===== config.mk =====
export PLATFORM = sky130hd
export DESIGN_NAME = ps2_rx_hist
export DESIGN_NICKNAME = d
export VERILOG_FILES = /design/src/rtl/ps2_rx_hist.sv
export SDC_FILE = /design/constraint.sdc
export NUM_CORES = 1
export LEC_CHECK = 0
export CORE_MARGIN = 1.5
export CORE_UTILIZATION = 45
export DETAILED_ROUTE_END_ITERATION = 7
export GPL_TIMING_DRIVEN = 0
export PLACE_DENSITY_LB_ADDON = 0.3
export SLEW_MARGIN = 20
export SYNTH_ARGS = -nofsm -noshare
export SYNTH_HDL_FRONTEND = slang
export SYNTH_SLANG_ARGS = --single-unit

===== constraint.sdc =====
create_clock -name clk -period 6.6 [get_ports clk]
set_clock_uncertainty 0.1 [all_clocks]
set_input_delay 1.65 -clock clk [delete_from_list [all_inputs] [get_ports clk]]
set_output_delay 1.65 -clock clk [all_outputs]
set_load 0.02 [all_outputs]

===== src/rtl/ps2_rx_hist.sv =====
// ps2_rx_hist: PS/2 keyboard receiver with byte history and seven-segment output.
//
// Synchronises kbclk/kbdata into clk, filters kbclk, and decodes 11-bit frames
// (start, 8 data bits LSB first, odd parity, stop). Accepted bytes are strobed
// out and shifted into a history register, which is shown as hex digits.
//
// Optional build macro PS2_BREAK_FILTER_EN: keeps 8'hF0 break prefixes and the
// byte following them out of the history, so the display shows make codes only.
//
// Ports:
//   clk        system clock
//   rst_n      asynchronous active-low reset
//   kbclk      raw PS/2 clock pin (asynchronous)
//   kbdata     raw PS/2 data pin (asynchronous)
//   byte_valid 1-cycle pulse, byte_data holds a newly accepted byte
//   byte_data  last accepted byte
//   frame_err  1-cycle pulse on parity, stop-bit or timeout error
//   hist       history, [7:0] newest byte, top byte oldest
//   disp       7-bit segment code per nibble of hist, digit k from hist[4k+3:4k]
module ps2_rx_hist #(
    parameter int unsigned DEB_CYCLES  = 8,
    parameter int unsigned HIST_BYTES  = 2,
    parameter int unsigned TIMEOUT_CYC = 50000
) (
    input  logic                      clk,
    input  logic                      rst_n,
    input  logic                      kbclk,
    input  logic                      kbdata,
    output logic                      byte_valid,
    output logic [7:0]                byte_data,
    output logic                      frame_err,
    output logic [8*HIST_BYTES-1:0]   hist,
    output logic [14*HIST_BYTES-1:0]  disp
);

    localparam int unsigned HistW = 8 * HIST_BYTES;
    localparam int unsigned TmoW  = $clog2(TIMEOUT_CYC);

    typedef enum logic [1:0] {StIdle, StData, StParity, StStop} state_e;

    // Active-high segments, bit order gfedcba.
    function automatic logic [6:0] hex7(input logic [3:0] n);
        unique case (n)
            4'h0: hex7 = 7'h3F;
            4'h1: hex7 = 7'h06;
            4'h2: hex7 = 7'h5B;
            4'h3: hex7 = 7'h4F;
            4'h4: hex7 = 7'h66;
            4'h5: hex7 = 7'h6D;
            4'h6: hex7 = 7'h7D;
            4'h7: hex7 = 7'h07;
            4'h8: hex7 = 7'h7F;
            4'h9: hex7 = 7'h6F;
            4'hA: hex7 = 7'h77;
            4'hB: hex7 = 7'h7C;
            4'hC: hex7 = 7'h39;
            4'hD: hex7 = 7'h5E;
            4'hE: hex7 = 7'h79;
            default: hex7 = 7'h71;
        endcase
    endfunction

    logic              kbclk_s1_q, kbclk_s2_q, kbdata_s1_q, kbdata_s2_q;
    logic              kbclk_f_q, kbclk_f_d;
    logic [7:0]        deb_cnt_q, deb_cnt_d;
    logic              strobe;
    state_e            state_q, state_d;
    logic [2:0]        bit_cnt_q, bit_cnt_d;
    logic [7:0]        shift_q, shift_d;
    logic              par_ok_q, par_ok_d;
    logic [TmoW-1:0]   tmo_cnt_q, tmo_cnt_d;
    logic              byte_valid_q, byte_valid_d;
    logic              frame_err_q, frame_err_d;
    logic [7:0]        byte_data_q, byte_data_d;
    logic [HistW-1:0]  hist_q, hist_d;
`ifdef PS2_BREAK_FILTER_EN
    logic              break_pending_q, break_pending_d;
`endif

    // Filtered clock follows the synchronised level only after it has differed
    // for DEB_CYCLES consecutive cycles; any return to agreement restarts.
    always_comb begin
        kbclk_f_d = kbclk_f_q;
        deb_cnt_d = '0;
        if (kbclk_s2_q != kbclk_f_q) begin
            if (deb_cnt_q == 8'(DEB_CYCLES - 1)) begin
                kbclk_f_d = kbclk_s2_q;
            end else begin
                deb_cnt_d = deb_cnt_q + 8'd1;
            end
        end
    end

    assign strobe = kbclk_f_q & ~kbclk_f_d;

    always_comb begin
        state_d      = state_q;
        bit_cnt_d    = bit_cnt_q;
        shift_d      = shift_q;
        par_ok_d     = par_ok_q;
        tmo_cnt_d    = '0;
        byte_valid_d = 1'b0;
        frame_err_d  = 1'b0;
        byte_data_d  = byte_data_q;
        hist_d       = hist_q;
`ifdef PS2_BREAK_FILTER_EN
        break_pending_d = break_pending_q;
`endif
        if (strobe) begin
            unique case (state_q)
                StIdle: begin
                    if (!kbdata_s2_q) begin
                        state_d   = StData;
                        bit_cnt_d = 3'd0;
                    end
                end
                StData: begin
                    shift_d[bit_cnt_q] = kbdata_s2_q;
                    bit_cnt_d          = bit_cnt_q + 3'd1;
                    if (bit_cnt_q == 3'd7) state_d = StParity;
                end
                StParity: begin
                    par_ok_d = ^{shift_q, kbdata_s2_q};
                    state_d  = StStop;
                end
                default: begin
                    state_d = StIdle;
                    if (kbdata_s2_q && par_ok_q) begin
                        byte_valid_d = 1'b1;
                        byte_data_d  = shift_q;
`ifdef PS2_BREAK_FILTER_EN
                        if (break_pending_q) begin
                            break_pending_d = 1'b0;
                        end else if (shift_q == 8'hF0) begin
                            break_pending_d = 1'b1;
                        end else begin
                            hist_d = HistW'({hist_q, shift_q});
                        end
`else
                        hist_d = HistW'({hist_q, shift_q});
`endif
                    end else begin
                        frame_err_d = 1'b1;
                    end
                end
            endcase
        end else if (state_q != StIdle) begin
            if (tmo_cnt_q == TmoW'(TIMEOUT_CYC - 1)) begin
                state_d     = StIdle;
                frame_err_d = 1'b1;
            end else begin
                tmo_cnt_d = tmo_cnt_q + 1'b1;
            end
        end
    end

    always_ff @(posedge clk or negedge rst_n) begin
        if (!rst_n) begin
            kbclk_s1_q   <= 1'b1;
            kbclk_s2_q   <= 1'b1;
            kbdata_s1_q  <= 1'b1;
            kbdata_s2_q  <= 1'b1;
            kbclk_f_q    <= 1'b1;
            deb_cnt_q    <= '0;
            state_q      <= StIdle;
            bit_cnt_q    <= '0;
            shift_q      <= '0;
            par_ok_q     <= 1'b0;
            tmo_cnt_q    <= '0;
            byte_valid_q <= 1'b0;
            frame_err_q  <= 1'b0;
            byte_data_q  <= '0;
            hist_q       <= '0;
`ifdef PS2_BREAK_FILTER_EN
            break_pending_q <= 1'b0;
`endif
        end else begin
            kbclk_s1_q   <= kbclk;
            kbclk_s2_q   <= kbclk_s1_q;
            kbdata_s1_q  <= kbdata;
            kbdata_s2_q  <= kbdata_s1_q;
            kbclk_f_q    <= kbclk_f_d;
            deb_cnt_q    <= deb_cnt_d;
            state_q      <= state_d;
            bit_cnt_q    <= bit_cnt_d;
            shift_q      <= shift_d;
            par_ok_q     <= par_ok_d;
            tmo_cnt_q    <= tmo_cnt_d;
            byte_valid_q <= byte_valid_d;
            frame_err_q  <= frame_err_d;
            byte_data_q  <= byte_data_d;
            hist_q       <= hist_d;
`ifdef PS2_BREAK_FILTER_EN
            break_pending_q <= break_pending_d;
`endif
        end
    end

    always_comb begin
        disp = '0;
        for (int k = 0; k < 2 * HIST_BYTES; k++) begin
            disp[7*k +: 7] = hex7(hist_q[4*k +: 4]);
        end
    end

    assign byte_valid = byte_valid_q;
    assign frame_err  = frame_err_q;
    assign byte_data  = byte_data_q;
    assign hist       = hist_q;

endmodule


* Word-level counts from Yosys, hierarchy flattened
Memory sizes are Yosys's and may differ from the RTL's.
Cells that the tools add are included.
** Storage, ports and cells
- Flip-flop bits (word level) :: 69
- ROM bits :: 448
- Input bits :: 4
- Output and inout bits :: 54
- Word-level logic and storage cells :: 76
- Memories :: 4
** Memory list
- (no name shown) :: words 16, bits a word 7, read ports 1, clocked after memory_dff 0, wr ports 0, line 43 : unique case (n)
- (no name shown) :: words 16, bits a word 7, read ports 1, clocked after memory_dff 0, wr ports 0, line 43
- (no name shown) :: words 16, bits a word 7, read ports 1, clocked after memory_dff 0, wr ports 0, line 43
- (no name shown) :: words 16, bits a word 7, read ports 1, clocked after memory_dff 0, wr ports 0, line 43
** Cells by class
- Add/sub/neg operators :: 3
- Magnitude comparators :: 2
- Equal/unequal tests :: 9
- Muxes and demuxes :: 26
- Bitwise logic cells :: 3
- Reductions and logical operators :: 14
** Operator list (count)
- $mux W16 :: 3
- $add A16 B1 Y16 const B :: 1
- $eq A16 B16 Y1 const B :: 1
- $mux W8 :: 2
- $mux W1 :: 11
- $mux W2 :: 5
- $reduce_xor A9 Y1 :: 1
- $add A8 B1 Y8 const B :: 1
- $bwmux W8 :: 1
- $eq A8 B3 Y1 const B :: 1
- $reduce_bool A2 Y1 :: 4
- $ne A3 B3 Y1 const B :: 2
- $pmux W2 S3 :: 1
- $pmux W3 S2 :: 1
- $reduce_and A3 Y1 :: 2
- $lt A3 B4 Y1 const B :: 1
- $reduce_and A2 Y1 :: 2
- $reduce_and A4 Y1 :: 1
- $add A3 B1 Y3 const B :: 1
- $demux W1 S3 :: 1
- $eq A3 B3 Y1 const B :: 1
- $ge A3 B1 Y1 const B :: 1
- $mux W3 :: 1
- $reduce_or A3 Y1 :: 1
- 8 further kinds :: 10

* Logic depth before layout (Yosys ltp)
Gate-level depths: netlist (run 1).
- Word-level depth :: 7
- Depth in mapped cells :: 8
- Depth with buffers taken out :: 6

* Worst setup path after synthesis (run 1)
No wires, ideal clock.
- Path kind :: register -> output
- From :: register byte_data[4] (netlist name)
- To :: output disp[10]
- Data arrival time :: 1.600 ns
- Required time :: 4.850 ns
- Path slack :: 3.250 ns
- Cell stages (with the launch flop) :: 6
- Path buffers :: 0
- Path through :: dfrtp_1 > inv_1 > ha_1 > inv_1 > mux4_2 > inv_1
** RTL lines
- end, declared :: line 33 : output logic [14*HIST_BYTES-1:0] disp

==> impl_metrics.csv, run 1 <==
group,metric,value,unit
sta,max_freq,0.2368,GHz
die,die_w,96.16,µm
critical_path,cp_data_arrival_time,2470,ps
global_route,grt_max_degree,35,
route,wl,7436,µm
final_layout,fillers,713,
sta,setup_viol,0,
sta,fin_crit,4222,ps
placement,io_buffers,57,
synthesis,syn_area_per_cell,9.962,µm²
status,status,"finished, final reports clean",
clock_tree,insertion_delay,340,ps
critical_path,critical_path.max_fanout,7,
final_layout,regArea,1533,µm²
final_layout,diodes,0,
hold_path,hp-class,"reg2reg",
critical_path,worstReg2RegEnd,"byte_data[5]",
sta,hold_slack,255.5,ps
clock_tree,cts-resized-gates,0,
synthesis,ys.flop_type,"dfrtp_1",
sta,slew_violations,0,
clock_tree,cts_setup_buffers,0,
clock_tree,cts_made_buffers,9,
synthesis,synthTopCellsByCount,"dfrtp_1 (56), ha_1 (36), nor2_1 (33), inv_1 (30), o21ai_0 (25)",
critical_path,crit_family,"buffers and inverters",
global_route,overflow,0,
critical_path,cpPeakStageDelay,600,ps
clock_tree,cts_sinks,61,
synthesis,synth_edf_count,0,
route,vias,2994,
synthesis,ys_seq_elements,61,
final_layout,drive_above_1_share,10.73,%
critical_path,crit-reg2reg-launch,"deb_cnt_q[4]",
power_and_ir_drop,power,848.8,µW
die,ios,58,
clock_tree,cts_tree,"yes",
clock_tree,ctsRootBufferMaster,"clkbuf_8",
critical_path,end_kind,"output port",
placement,gp_congestion,0.8659,
clock_tree,cts_buffer_depth,2,
placement,dpl.hpwl,5535,µm
critical_path,path_cells,"inv_1, ha_1, inv_1, mux4_2, inv_1, clkdlybuf4s50_1",
clock_tree,ctsHtreeMaxLevel,3,
sta,timing.final.hold_violations,0,
critical_path,cp.required,4850,ps
sta,slew_headroom,71.33,%
sta,worst_slack,2378,ps
sta,period_share,63.98,%
synthesis,yosysMostFrequentCell,"dfrtp_1",
hold_path,min_from,"kbclk_s1_q",
route,antenna_left,0,
clock_tree,ctsHoldBuffers,0,
sta,rsz0062_at_grt,"no",
critical_path,slowest_stage,"clkdlybuf4s50_1",
synthesis,mappedNetlistArea,3905,µm²
final_layout,syn_to_final_growth,24.77,%
synthesis,synth_area_leaders,"dfrtp_1 (36%), ha_1 (12%), mux2_1 (5.2%), dfstp_2 (3.4%), o21ai_0 (3.2%)",
sta,worst_slew_pin_slew,430.1,ps
synthesis,syn-num-nets,432,
critical_path,critPathBufInv,4,
hold_path,whs_endpoint,"kbclk_s2_q",
route,route.detailed.drc,0,
die,coreArea,8299,µm²
synthesis,synth_cell_type_count,51,
global_route,grt_pass1_vias,2922,
final_layout,finish.net_count,501,
synthesis,yosysTopAreaCellShare,35.89,%
power_and_ir_drop,power_density,174.2,nW/µm²
die,dieArea,9246,µm²
route,drtPass1Iterations,4,
final_layout,multiInputGateArea,2101,µm²
route,wl_per_cell,13.02,µm
global_route,antenna_found_initial,0,
global_route,grt_pass1_wl,12790,µm
critical_path,start_kind,"flop",
critical_path,r2r_slack,3950,ps
placement,post-place-ws,2722,ps
hold_path,worstHoldPathCells,0,
die,die_h,96.16,µm
job,drv_cap,0,
route,drt_iter0_drc,122,
power_and_ir_drop,leakage,2.118,nW
synthesis,syn-instance-count,392,
die,rows,33,
critical_path,r2r_cells,7,
synthesis,synthArstFlopShare,100.0,%
synthesis,ys_seq_area_share,39.25,%
synthesis,yosysTopAreaCell,"dfrtp_1",
global_route,grt_usage,17.58,%
placement,placed_cells,555,
synthesis,synth_warnings,0,
critical_path,criticalPathCategory,"reg2out",
final_layout,final_cells,571,
power_and_ir_drop,peakVddDrop,147.2,µV
sta,fin_tns_setup,0,ps
critical_path,cpMostUsedCell,"inv_1",
die,start_util,47.05,%
clock_tree,clkTransAtPathRegs,70,ps
route,via_per_inst,5.243,
worst reg2reg max path: cells and delay by family, from the launching register on:
family,cells,cell delay [ps]
flip-flops,1,410
AND/OR/NAND/NOR,3,1060
buffers and inverters,3,620
multiplexers,1,330
through the flow:
stage | cell area (µm²) | utilization (%)
finish | 4872 | 58.71
global placement | 4607 | 55.51
floorplan | 3905 | -
CTS | 4872 | 58.71
global route | 4872 | 58.71
detailed placement | 4624 | 55.72
cells by family (layout without fill, tap and decap cells):
family          after synthesis  after routing  share of synthesized area, %
fa+ha+maj                    36             36                         11.53
compound gates               68             68                         10.41
flops                        61             61                         39.25
mux                          32             32                         10.19
xor+xnor                     25             25                         5.960
buf+inv                      59            133                         6.952
simple gates                111            111                         15.70
routing by layer:
layer,vias to the layer above,GRT usage (%),wire (µm),part of all wire [%]
met2,57,30.87,3631,49
li1,1487,-,-,-
met1,1440,21.60,3434,46
met4,0,6.127,98,1.3
met3,10,3.081,271,3.6
met5,-,0,0,0
how the worst max path moves through the flow:
stage                 start  slack, ps  depth (start not counted)           end
2_1_floorplan  byte_data[4]       3250                          5      disp[10]
3_3_place_gp          rst_n       1920                          1  deb_cnt_q[5]
3_5_place_dp   byte_data[4]       2720                          6      disp[10]
4_1_cts        byte_data[4]       2360                          6      disp[10]
5_1_grt        byte_data[1]       2250                          6       disp[3]
6_report       byte_data[4]       2380                          6      disp[10]
registers in the layout (all words and copies together), names as in the netlist:
register / count
byte_valid: 1
hist: 9
frame_err: 1
deb_cnt_q: 8
bit_cnt_q: 3
kbdata_s2_q: 1
state_q: 2
shift_q: 8
kbclk_f_q: 1
tmo_cnt_q: 16
kbclk_s1_q: 1
kbclk_s2_q: 1
kbdata_s1_q: 1
par_ok_q: 1
byte_data: 7
cells in the final DEF, fill, tap and decap left out, types with 11 or more instances in the layout:
master,instances
clkbuf_1,15
nand3_1,11
nand2_1,16
nor2_1,33
o21ai_0,25
inv_1,30
xor2_1,14
clkdlybuf4s50_1,56
ha_1,36
dfrtp_1,56
a21oi_1,18
mux2_1,18
cell type report:
| class | instances | share of cell area [%] |
|---|---|---|
| inverter | 31 | 2.388 |
| multi-input combinational | 272 | 43.12 |
| clock inverter | 6 | 2.260 |
| buffer | 28 | 3.184 |
| timing repair buffer | 58 | 12.07 |
| sequential | 61 | 31.46 |
| tap | 105 | 2.696 |
| clock buffer | 10 | 2.825 |
where the power goes:
group          internal (mW)  switching [mW]
Combinational         0.0180          0.0265
Clock                  0.260           0.145
Sequential             0.388          0.0112
Total                  0.666           0.182
(Power assumes the default switching activity.)
==> run 2, diff against run 1 <==
Clock period 6.6 ns to 3.6 ns, I/O delays scaled along.
==> results of run 2 <==
Same layout as run 1 (identical final DEF). Status: finished, final reports clean.
Among the figures that moved: setup slack after placement 2722 ps -> 472.2 ps; setup slack after layout 2378 ps -> 127.6 ps; register-to-register setup slack 3950 ps -> 950 ps; total power 0.8488 mW -> 1.556 mW; worst IR drop on VDD 147.2 µV -> 269.9 µV
==> run 3, diff against run 2 <==
Settings changed: CELL_PAD_IN_SITES_DETAIL_PLACEMENT set to 0, CELL_PAD_IN_SITES_GLOBAL_PLACEMENT set to 2, CORE_UTILIZATION 45 to 31.
==> run 3 against run 2 <==
Net effect: utilization shrank 17 points; critical path depth did not move; combinational power down 2.7%; sequential cell count unchanged; clock power rose by 24%; design area increased by 3.2%; sequential share of layout area is 0.99 points lower; clock-buffer cell count is 2 higher; highest routed layer unchanged; die area grew 44%.
==> impl_metrics.csv, run 3 (same netlist as run 1, synthesis figures left out) <==
group,metric,value,unit
clock_tree,ctsHtreeMaxLevel,3,
hold_path,worstHoldPathCells,0,
die,dieArea,13280,µm²
die,rows,40,
final_layout,top_register,"tmo_cnt_q",
power_and_ir_drop,peakVddDrop,217.5,µV
clock_tree,ctsRootBufferMaster,"clkbuf_16",
critical_path,cpPeakStageDelay,590,ps
job,drv_cap,0,
global_route,grt_pass1_wl,13700,µm
global_route,overflow,0,
critical_path,critical_path.max_fanout,7,
final_layout,drive_above_1_share,10.52,%
final_layout,fillers,1211,
route,wl,8127,µm
clock_tree,ctsHoldBuffers,0,
critical_path,cp_data_arrival_time,2460,ps
clock_tree,cts_buffer_depth,2,
power_and_ir_drop,combPwrFrac,4.6,%
sta,period_share,96.14,%
placement,io_buffers,57,
clock_tree,insertion_delay,320,ps
sta,slew_violations,0,
sta,timing.final.hold_violations,0,
sta,worst_slew_pin_slew,449.3,ps
power_and_ir_drop,p_sw,351.3,µW
power_and_ir_drop,seqPwrFrac,42.3,%
critical_path,cpMostUsedCell,"inv_1",
die,coreArea,12160,µm²
power_and_ir_drop,p_clk_share,53.1,%
final_layout,fin_util,41.36,%
placement,gp_congestion,0.8144,
status,status,"finished, final reports clean",
clock_tree,cts_sinks,61,
final_layout,largest_reg_flops,16,
route,vias,2985,
die,start_util,32.11,%
sta,setup_viol,0,
sta,worst_slack,138.8,ps
critical_path,r2r_cells,7,
sta,slew_headroom,70.05,%
critical_path,crit_family,"buffers and inverters",
critical_path,criticalPathCategory,"reg2out",
clock_tree,clkTransAtPathRegs,50,ps
critical_path,end_kind,"output port",
critical_path,cp.required,2600,ps
final_layout,finish.net_count,501,
power_and_ir_drop,leakage,2.162,nW
critical_path,critPathBufInv,4,
global_route,antenna_found_initial,0,
sta,fin_crit,3461,ps
clock_tree,cts_tree,"yes",
clock_tree,cts-resized-gates,0,
power_and_ir_drop,power_density,345.3,nW/µm²
die,ios,58,
power_and_ir_drop,power,1.737,mW
power_and_ir_drop,p_sw_share,20.23,%
final_layout,final_cell_mix,"dfrtp_1 (56), clkdlybuf4s50_1 (56), ha_1 (36)",
clock_tree,cts_made_buffers,9,
route,drtPass1Iterations,4,
hold_path,hp-class,"reg2reg",
critical_path,cp.depth,6,
route,via_per_inst,4.708,
sta,max_freq,0.2889,GHz
critical_path,start_kind,"flop",
final_layout,diodes,0,
critical_path,slowest_stage,"clkdlybuf4s50_1",
route,drt_iter0_drc,139,
die,die_h,115.2,µm
global_route,grt_pass1_vias,2903,
route,antenna_left,0,
route,route.detailed.drc,0,
global_route,grt_max_degree,39,
clock_tree,cts_setup_buffers,0,
placement,post-place-ws,447.4,ps
placement,dpl.hpwl,6017,µm
critical_path,path_cells,"inv_1, ha_1, inv_1, mux4_2, inv_1, clkdlybuf4s50_1",
global_route,grt_usage,13.01,%
power_and_ir_drop,p_int,1.385,mW
final_layout,syn_to_final_growth,28.80,%
sta,rsz0062_at_grt,"no",
route,wl_per_cell,12.82,µm
die,die_w,115.2,µm
## run 3: cell types whose count changed in the layout (fill, tap and decap cells not counted)
cell	before	now
clkbuf_1	15	16
clkinvlp_4	2	0
clkinv_2	1	2
bufinv_16	3	2
clkbuf_8	10	2
clkbuf_16	0	9
## run 3: per-stage QoR
stage          hold slack, ps  instance area, µm²  TNS (ps)  std cells
3_5_place_dp            247.6                4703         0        618
5_1_grt                 260.5                5030         0        634
4_1_cts                 254.7                5030         0        634
6_report                252.8                5030         0        634
2_1_floorplan           245.2                3905         0        392
3_3_place_gp            246.5                4686    -27060        617
## run 3: power groups by stage
stage	Clock, mW	Sequential, mW	Combinational [mW]
6_report	0.923	0.734	0.0794
5_1_grt	0.986	0.738	0.100
4_1_cts	0.956	0.734	0.0829
3_5_place_dp	0	0.745	0.0825
3_3_place_gp	0	0.745	0.0806
2_1_floorplan	0	0.741	0.0531
## run 3: cell type report
type | instances | area [µm²] | share of cell area (%)
repair buffers | 58 | 588.1 | 11.69
inverters | 31 | 116.4 | 2.313
clock buffers | 12 | 256.5 | 5.100
flip-flops and latches | 61 | 1533 | 30.47
plain buffers | 28 | 155.1 | 3.085
multi-input cells | 272 | 2101 | 41.77
well taps | 168 | 210.2 | 4.179
clock inverters | 4 | 70.07 | 1.393
## run 3: final timing paths
path	startpoint	end	slack (ps)
worst max-delay path	byte_data[0]	disp[3]	140
worst max register to register	deb_cnt_q[4]	byte_data[6]	1000
max in group asynchronous	rst_n	kbdata_s2_q	2460
worst min-delay path	kbclk_s1_q	kbclk_s2_q	250
worst min register to register	kbclk_s1_q	kbclk_s2_q	250
min in group asynchronous	rst_n	deb_cnt_q[6]	370
## run 3: per-layer routing
metal	GRT usage [%]	vias up	share of wire (%)
met2	21.83	59	48
li1	-	1488	-
met5	0	-	0
met3	3.426	12	4.1
met1	16.29	1426	46
met4	4.444	0	1.4
